$ cat config.mk
export PLATFORM = sky130hd
export DESIGN_NAME = soc_event_receiver_flat
export DESIGN_NICKNAME = d
export VERILOG_FILES = /design/src/rtl/soc_event_receiver_if.sv /design/src/rtl/soc_event_receiver.sv /design/src/flat_wrapper.sv
export SDC_FILE = /design/constraint.sdc
export NUM_CORES = 1
export LEC_CHECK = 0
export ABC_AREA = 0
export CAP_MARGIN = 20
export CORE_MARGIN = 1
export CORE_UTILIZATION = 49
export DETAILED_ROUTE_END_ITERATION = 8
export PLACE_DENSITY = 0.79
export SETUP_SLACK_MARGIN = 0.05
export SYNTH_ARGS = -nofsm -noshare
export SYNTH_HDL_FRONTEND = slang
export SYNTH_SLANG_ARGS = --single-unit
$ cat constraint.sdc
create_clock -name HCLK -period 3.71 [get_ports HCLK]
set_input_delay 0.742 -clock HCLK [delete_from_list [all_inputs] [get_ports HCLK]]
set_output_delay 0.742 -clock HCLK [all_outputs]
set_load 0.005 [all_outputs]
$ cat src/rtl/soc_event_receiver_if.sv
// soc_event_receiver_if
//   Bundles the APB slave port and the incoming event stream of one event
//   receiver instance.
//   master : driven by the bus/event source (APB bridge + event generator)
//   slave  : the event receiver itself
//   Signals: PADDR/PWDATA/PWRITE/PSEL/PENABLE (APB request), PRDATA/PREADY/
//   PSLVERR (APB response), event_valid_i/event_data_i/event_ready_o (event
//   handshake), irq_o (level interrupt towards the core).
interface soc_event_receiver_if #(
  parameter int APB_ADDR_WIDTH = 12,
  parameter int EVNT_WIDTH     = 8
);
  logic [APB_ADDR_WIDTH-1:0] PADDR;
  logic [31:0]               PWDATA;
  logic                      PWRITE;
  logic                      PSEL;
  logic                      PENABLE;
  logic [31:0]               PRDATA;
  logic                      PREADY;
  logic                      PSLVERR;
  logic                      event_valid_i;
  logic [EVNT_WIDTH-1:0]     event_data_i;
  logic                      event_ready_o;
  logic                      irq_o;

  modport master (
    output PADDR, PWDATA, PWRITE, PSEL, PENABLE, event_valid_i, event_data_i,
    input  PRDATA, PREADY, PSLVERR, event_ready_o, irq_o
  );

  modport slave (
    input  PADDR, PWDATA, PWRITE, PSEL, PENABLE, event_valid_i, event_data_i,
    output PRDATA, PREADY, PSLVERR, event_ready_o, irq_o
  );
endinterface

$ cat src/rtl/soc_event_receiver.sv
// soc_event_receiver
//   Consumer end of the SoC event stream. Incoming event IDs are buffered in a
//   FIFO; a level interrupt is raised while events are pending and the core
//   pops events, reads status and manages overflow through APB.
//   Ports:
//     HCLK    clock
//     HRESET  synchronous active-high reset
//     bus     slave side of soc_event_receiver_if (APB + event stream + irq)
//   Register map (PADDR[3:2]): 0 STATUS, 1 POP, 2 CTRL, 3 CLEAR.
//   Offsets above 0xC are unmapped: PSLVERR on access, no effect, read 0.
module soc_event_receiver #(
  parameter int APB_ADDR_WIDTH = 12,
  parameter int EVNT_WIDTH     = 8,
  parameter int FIFO_DEPTH     = 8,
  parameter int DROP_ON_FULL   = 0
) (
  input logic              HCLK,
  input logic              HRESET,
  soc_event_receiver_if.slave bus
);

  localparam int PTR_W = $clog2(FIFO_DEPTH);
  localparam int CNT_W = $clog2(FIFO_DEPTH + 1);
  localparam logic [CNT_W-1:0] DEPTH_C = CNT_W'(FIFO_DEPTH);
  localparam logic DROP = (DROP_ON_FULL != 0);

  logic [EVNT_WIDTH-1:0] mem [FIFO_DEPTH];
  logic [PTR_W-1:0]      wr_ptr;
  logic [PTR_W-1:0]      rd_ptr;
  logic [CNT_W-1:0]      count;
  logic [CNT_W-1:0]      count_next;
  logic                  enable;
  logic                  irq_en;
  logic                  overflow;
  logic [7:0]            drop_cnt;
  logic                  irq_q;

  logic       access;
  logic       mapped;
  logic [1:0] offset;
  logic       empty;
  logic       full;
  logic       pop;
  logic       wr_ctrl;
  logic       wr_clear;
  logic       flush;
  logic       clr_ovf;
  logic       ready;
  logic       accepted;
  logic       push;
  logic       drop;
  logic [EVNT_WIDTH-1:0] head;

  logic unused_bits;
  assign unused_bits = ^{bus.PADDR[1:0], bus.PWDATA[31:2]};

  assign access   = bus.PSEL & bus.PENABLE;
  assign offset   = bus.PADDR[3:2];
  assign mapped   = (bus.PADDR[APB_ADDR_WIDTH-1:4] == '0);
  assign empty    = (count == '0);
  assign full     = (count == DEPTH_C);
  assign head     = mem[rd_ptr];

  // A POP read only pops when something is buffered.
  assign pop      = access & ~bus.PWRITE & mapped & (offset == 2'd1) & ~empty;
  assign wr_ctrl  = access & bus.PWRITE & mapped & (offset == 2'd2);
  assign wr_clear = access & bus.PWRITE & mapped & (offset == 2'd3);
  assign flush    = wr_clear & bus.PWDATA[0];
  assign clr_ovf  = wr_clear & bus.PWDATA[1];

  // A same-cycle pop frees a slot, so a full FIFO can still take an event.
  assign ready    = ~full | ~enable | DROP | pop;
  assign accepted = bus.event_valid_i & ready;
  assign push     = accepted & enable & (~full | pop);
  assign drop     = accepted & enable & full & ~pop;

  assign bus.event_ready_o = ready;
  assign bus.PREADY        = 1'b1;
  assign bus.PSLVERR       = access & ~mapped;
  assign bus.irq_o         = irq_q;

  // Occupancy after this edge; flush overrides any push/pop.
  always_comb begin
    count_next = count;
    if (flush) begin
      count_next = '0;
    end else if (push & ~pop) begin
      count_next = count + CNT_W'(1);
    end else if (pop & ~push) begin
      count_next = count - CNT_W'(1);
    end
  end

  // Read data is decoded combinationally; a same-cycle flush still shows the old head.
  always_comb begin
    bus.PRDATA = '0;
    if (mapped) begin
      case (offset)
        2'd0: bus.PRDATA = {drop_cnt, 7'b0, overflow, 8'(count), 6'b0, full, empty};
        2'd1: if (!empty) bus.PRDATA = {1'b1, {(31-EVNT_WIDTH){1'b0}}, head};
        2'd2: bus.PRDATA = {30'b0, irq_en, enable};
        default: bus.PRDATA = '0;
      endcase
    end
  end

  // FIFO storage needs no reset; validity is tracked by count.
  always_ff @(posedge HCLK) begin
    if (push) begin
      mem[wr_ptr] <= bus.event_data_i;
    end
  end

  // Control and status state.
  always_ff @(posedge HCLK) begin
    if (HRESET) begin
      wr_ptr   <= '0;
      rd_ptr   <= '0;
      count    <= '0;
      enable   <= 1'b0;
      irq_en   <= 1'b0;
      overflow <= 1'b0;
      drop_cnt <= 8'd0;
      irq_q    <= 1'b0;
    end else begin
      count <= count_next;
      if (flush) begin
        wr_ptr <= '0;
        rd_ptr <= '0;
      end else begin
        if (push) wr_ptr <= wr_ptr + PTR_W'(1);
        if (pop)  rd_ptr <= rd_ptr + PTR_W'(1);
      end
      if (wr_ctrl) begin
        enable <= bus.PWDATA[0];
        irq_en <= bus.PWDATA[1];
      end
      // A drop in the same cycle as a clear restarts the counter at 1.
      if (drop) begin
        overflow <= 1'b1;
        if (clr_ovf)                drop_cnt <= 8'd1;
        else if (drop_cnt != 8'hFF) drop_cnt <= drop_cnt + 8'd1;
      end else if (clr_ovf) begin
        overflow <= 1'b0;
        drop_cnt <= 8'd0;
      end
      irq_q <= irq_en & (count_next != '0);
    end
  end

endmodule
$ cat src/flat_wrapper.sv
// flat-port wrapper written by rule: the top's interface ports become plain ports
module soc_event_receiver_flat 
#(
  parameter int APB_ADDR_WIDTH = 12,
  parameter int EVNT_WIDTH     = 8,
  parameter int FIFO_DEPTH     = 8,
  parameter int DROP_ON_FULL   = 0
)
  (HCLK, HRESET, bus_PADDR, bus_PWDATA, bus_PWRITE, bus_PSEL, bus_PENABLE, bus_event_valid_i, bus_event_data_i, bus_PRDATA, bus_PREADY, bus_PSLVERR, bus_event_ready_o, bus_irq_o);
  soc_event_receiver_if #(.APB_ADDR_WIDTH(APB_ADDR_WIDTH), .EVNT_WIDTH(EVNT_WIDTH)) bus_i ();
  input logic HCLK;
  input logic HRESET;
  input wire logic [$bits(bus_i.PADDR)-1:0] bus_PADDR;
  input wire logic [$bits(bus_i.PWDATA)-1:0] bus_PWDATA;
  input wire logic [$bits(bus_i.PWRITE)-1:0] bus_PWRITE;
  input wire logic [$bits(bus_i.PSEL)-1:0] bus_PSEL;
  input wire logic [$bits(bus_i.PENABLE)-1:0] bus_PENABLE;
  input wire logic [$bits(bus_i.event_valid_i)-1:0] bus_event_valid_i;
  input wire logic [$bits(bus_i.event_data_i)-1:0] bus_event_data_i;
  output wire logic [$bits(bus_i.PRDATA)-1:0] bus_PRDATA;
  output wire logic [$bits(bus_i.PREADY)-1:0] bus_PREADY;
  output wire logic [$bits(bus_i.PSLVERR)-1:0] bus_PSLVERR;
  output wire logic [$bits(bus_i.event_ready_o)-1:0] bus_event_ready_o;
  output wire logic [$bits(bus_i.irq_o)-1:0] bus_irq_o;
  assign bus_i.PADDR = bus_PADDR;
  assign bus_i.PWDATA = bus_PWDATA;
  assign bus_i.PWRITE = bus_PWRITE;
  assign bus_i.PSEL = bus_PSEL;
  assign bus_i.PENABLE = bus_PENABLE;
  assign bus_i.event_valid_i = bus_event_valid_i;
  assign bus_i.event_data_i = bus_event_data_i;
  assign bus_PRDATA = bus_i.PRDATA;
  assign bus_PREADY = bus_i.PREADY;
  assign bus_PSLVERR = bus_i.PSLVERR;
  assign bus_event_ready_o = bus_i.event_ready_o;
  assign bus_irq_o = bus_i.irq_o;
  soc_event_receiver #(.APB_ADDR_WIDTH(APB_ADDR_WIDTH), .EVNT_WIDTH(EVNT_WIDTH), .FIFO_DEPTH(FIFO_DEPTH), .DROP_ON_FULL(DROP_ON_FULL)) u_core (.HCLK(HCLK), .HRESET(HRESET), .bus(bus_i));
endmodule
==> results.txt <==
----------------------------------------------------
[CTS]
  CTS tree ... done
  Max Root-Sink Buffers ... 2
  Setup Buffers After CTS ... 0
  Count of hold buffers inserted by post-cts repair ... 0
  Clock sink total ... 89
  H-tree levels ... 3
  TritonCTS buffer count ... 9
  Worst skew pair latency ... between 0.3 and 0.4 ns
  Gates resized, CTS repair ... 0
  Clock-pin slew on the worst setup and hold paths ... 0.08 ns
  Cell at the root of the clock tree ... sky130_fd_sc_hd__clkbuf_8

[Synthesis]
  Top_reg_cell synth ... sky130_fd_sc_hd__edfxtp_1
  Number of cells produced by synthesis ... ~270
  Number of enable-type register cells in the synthesized netlist ... 64
  Arithmetic-cell share of the synthesized area counting full adders, half adders and majority gates ... 0.0162
  Summed instance area of the synthesized netlist ... 3850 um2
  Share of the synthesized netlist area taken by xor and xnor gates ... 0.00910
  Synthesized area per cell ... 14.3 um2
  Cell type with the largest total area after synthesis ... sky130_fd_sc_hd__edfxtp_1
  Largest cells by area after synthesis ... sky130_fd_sc_hd__edfxtp_1 (50%), sky130_fd_sc_hd__dfxtp_1 (13%), sky130_fd_sc_hd__mux4_2 (9.4%)
  Yosys reg bits ... 89
  Compound-cell area share of the yosys netlist ... 0.0325
  Number of different library cells in the post-synthesis netlist ... 44
  Simple-gate area share of the yosys netlist ... 0.140
  Proportion of netlist area held by the largest area contributor ... 0.499
  Leading cell types by count after synthesis ... sky130_fd_sc_hd__edfxtp_1 (64), sky130_fd_sc_hd__nor2_1 (27), sky130_fd_sc_hd__dfxtp_1 (25)
  Sequential cell area fraction in the yosys report ... 0.629
  Main combinational cell family by area after synthesis ... simple AND/OR/NAND/NOR gates
  Most instantiated library cell after synthesis ... sky130_fd_sc_hd__edfxtp_1
  Number of warnings printed during yosys synthesis ... 0
  Proportion of register bits with asynchronous set or reset after synthesis ... 0
  Multiplexer area fraction after synthesis ... 0.130

[Global routing]
  Number of global-route vias before repair ... about 2300
  Global route overflow ... 0
  Global-route usage over all layers ... 0.192
  Wire length of the first global-routing pass ... around 12000 um
  Maximum number of pins on one net before global-route repair ... 17
  Initial antenna violation count ... 0

[Layout]
  Layout filler cell count ... 551
  Synthesis-to-layout area growth ... 21.4%
  Area occupied by multi-input gates ... 1310 um2
  Register area ... 2420 um2
  Fraction of layout instances using a drive strength above 1 ... 0.188
  Count of antenna diodes in the layout ... 0
  Net count reported at finish ... between 300 and 400
  Final Instance Count excl. Fillers ... 439

[Placement]
  Routability cong. ... approximately 0.8
  Quantity of I/O buffers inserted on ports ... 49
  Placed wire-length estimate after detailed placement ... 5170 um
  Placed insts ... 423

[Critical path]
  CP startpoint kind ... primary input
  Critical Setup Path Class ... in2out
  Worst Path Max Fanout ... 7
  Data arrival time of the critical path ... 2.63 ns
  Kind of end point of the critical path ... output pin
  Depth of the worst register-to-register path ... 10
  Required time worst endpoint ... 2.97 ns

[STA]
  RSZ-0062 raised after global routing ... false
  Number of endpoints with negative hold slack in the final report ... 0
  Worst clock skew ... 0.00854 ns
  Worst-margin pin slew ... approximately 0.7 ns
  Setup violations, final ... 0
  Total negative slack for setup checks ... 0 ns
  Worst slew margin relative to its limit ... 0.531
  Final period demand of the worst path ... 3.37 ns
  Highest Clock Rate ... 296 MHz
  Portion of the clock cycle consumed by the worst path in the final layout ... 0.909
  Pins over their slew limit ... 0

[Power and ir drop]
  Power Density ... 368 nW/um2
  LEAKAGE ... 0.00158 uW
  Worst voltage drop across the vdd grid ... around 170 uV

[Route]
  Remaining antenna violation count after routing ... 0
  Overall routed net length ... 7360 um
  DRT iter0 DRCs ... 131
  Total iterations of the first detailed-routing run ... 4
  Via density ... 5.27
  Post-route DRC violation count ... 0
  Routed vias ... roughly 2300
  Avg WL per Cell ... roughly 17 um

[Hold path]
  Cell count of the worst hold path ... 1
  Worst min path class ... reg2reg

[Die]
  Placeable Area ... 7410 um2
  Ports placed on the boundary ... 94
  Die width ... 90.7 um
  Die height ... 90.7 um
  Standard-cell rows ... 31
  Die Outline Area ... 8220 um2
  Initial core utilization ... 0.520

[Job]
  Max-cap check violation count ... 0

[Run status]
  Result of the run ... finished clean

----------------------------------------------------
[kinds of logic (layout without fill, tap and decap cells)]
group | count (synthesis) | count (layout)
simple gates | 97 | 97
buf+inv | 26 | 87
mux | 30 | 30
compound gates | 16 | 16
other cells | 2 | 12
fa+ha+maj | 5 | 5
flops | 89 | 89
xor+xnor | 4 | 4
[per-stage QoR]
| stage | instance area, um2 | setup WS (ns) | total power, uW | hold slack (ns) | utilization |
|---|---|---|---|---|---|
| floorplan | 3890 | 0.795 | 1120 | 0.421 | - |
| global placement | 4500 | 0.301 | 1150 | 0.434 | 0.607 |
| detailed placement | 4500 | 0.316 | 1150 | 0.439 | 0.607 |
| CTS | 4680 | 0.288 | 1740 | 0.459 | 0.631 |
| global route | 4680 | 0.154 | 1780 | 0.474 | 0.631 |
| finish | 4680 | 0.336 | 1720 | 0.456 | 0.631 |
[cell type report]
class	count	area share
sequential	89	0.518
multi-input combinational	164	0.280
timing repair buffer	68	0.135
clock buffer	9	0.0265
tap	99	0.0265
clock inverter	7	0.0115
inverter	3	0.00241
[registers in the layout, indices dropped and copies added, names as in the netlist, named ones only]
signal            flops
u_core.count          4
u_core.mem           64
u_core.rd_ptr         3
u_core.wr_ptr         3
u_core.drop_cnt       8
u_core.enable         1
u_core.overflow       1
u_core.irq_en         1
u_core.bus.irq_o      1
[routing by layer]
layer	global-route usage	vias to the layer above	wire (um)
met3	0.0194	6	163
met4	0.0833	0	71
met2	0.316	44	3800
met5	0	-	0
met1	0.259	1151	3330
li1	-	1112	-
[final timing paths]
check | slack (ns) | start | endpoint
worst min-delay path | 0.46 | u_core.drop_cnt[0]$_SDFFE_PP0P_ | u_core.drop_cnt[0]$_SDFFE_PP0P_
worst max-delay path | 0.34 | bus_PADDR[5] | bus_PRDATA[2]
worst min register to register | 0.46 | u_core.drop_cnt[0]$_SDFFE_PP0P_ | u_core.drop_cnt[0]$_SDFFE_PP0P_
worst max register to register | 1.05 | u_core.count[1]$_SDFF_PP0_ | u_core.mem[0][3]$_DFFE_PP_
[cells in the final DEF, fill, tap and decap left out, types with 2 or more instances in the layout]
cell	count
sky130_fd_sc_hd__clkbuf_8	9
sky130_fd_sc_hd__a21oi_1	2
sky130_fd_sc_hd__nand3_1	3
sky130_fd_sc_hd__or2b_1	2
sky130_fd_sc_hd__dfxtp_1	25
sky130_fd_sc_hd__ha_1	5
sky130_fd_sc_hd__mux4_2	16
sky130_fd_sc_hd__nor3_1	14
sky130_fd_sc_hd__and2b_1	2
sky130_fd_sc_hd__edfxtp_1	64
sky130_fd_sc_hd__conb_1	12
sky130_fd_sc_hd__clkinvlp_4	2
sky130_fd_sc_hd__mux2i_1	13
sky130_fd_sc_hd__xor2_1	3
sky130_fd_sc_hd__nand2_1	11
sky130_fd_sc_hd__clkinv_2	2
sky130_fd_sc_hd__nor4_1	4
sky130_fd_sc_hd__a22oi_1	3
sky130_fd_sc_hd__nand2b_1	3
sky130_fd_sc_hd__a31oi_1	3
sky130_fd_sc_hd__clkdlybuf4s50_1	49
sky130_fd_sc_hd__and2_1	21
sky130_fd_sc_hd__buf_4	19
sky130_fd_sc_hd__nor2_1	27
sky130_fd_sc_hd__inv_1	3
[where the power goes]
group / switching [uW] / internal [uW] / total [uW]
Sequential: 1.81 / 1060 / 1060
Combinational: 33.5 / 34.0 / 67.5
Clock: 339 / 249 / 588
Total: 374 / 1350 / 1720
[critical path, cell delays in order]
cell and delay [ns]:
sky130_fd_sc_hd__clkdlybuf4s50_1 0.41, sky130_fd_sc_hd__nor4_1 0.33, sky130_fd_sc_hd__and2_1 0.21, sky130_fd_sc_hd__nand2_1 0.23
sky130_fd_sc_hd__nor2_1 0.18, sky130_fd_sc_hd__clkdlybuf4s50_1 0.52
No activity file was read; power rests on OpenSTA's default activity.
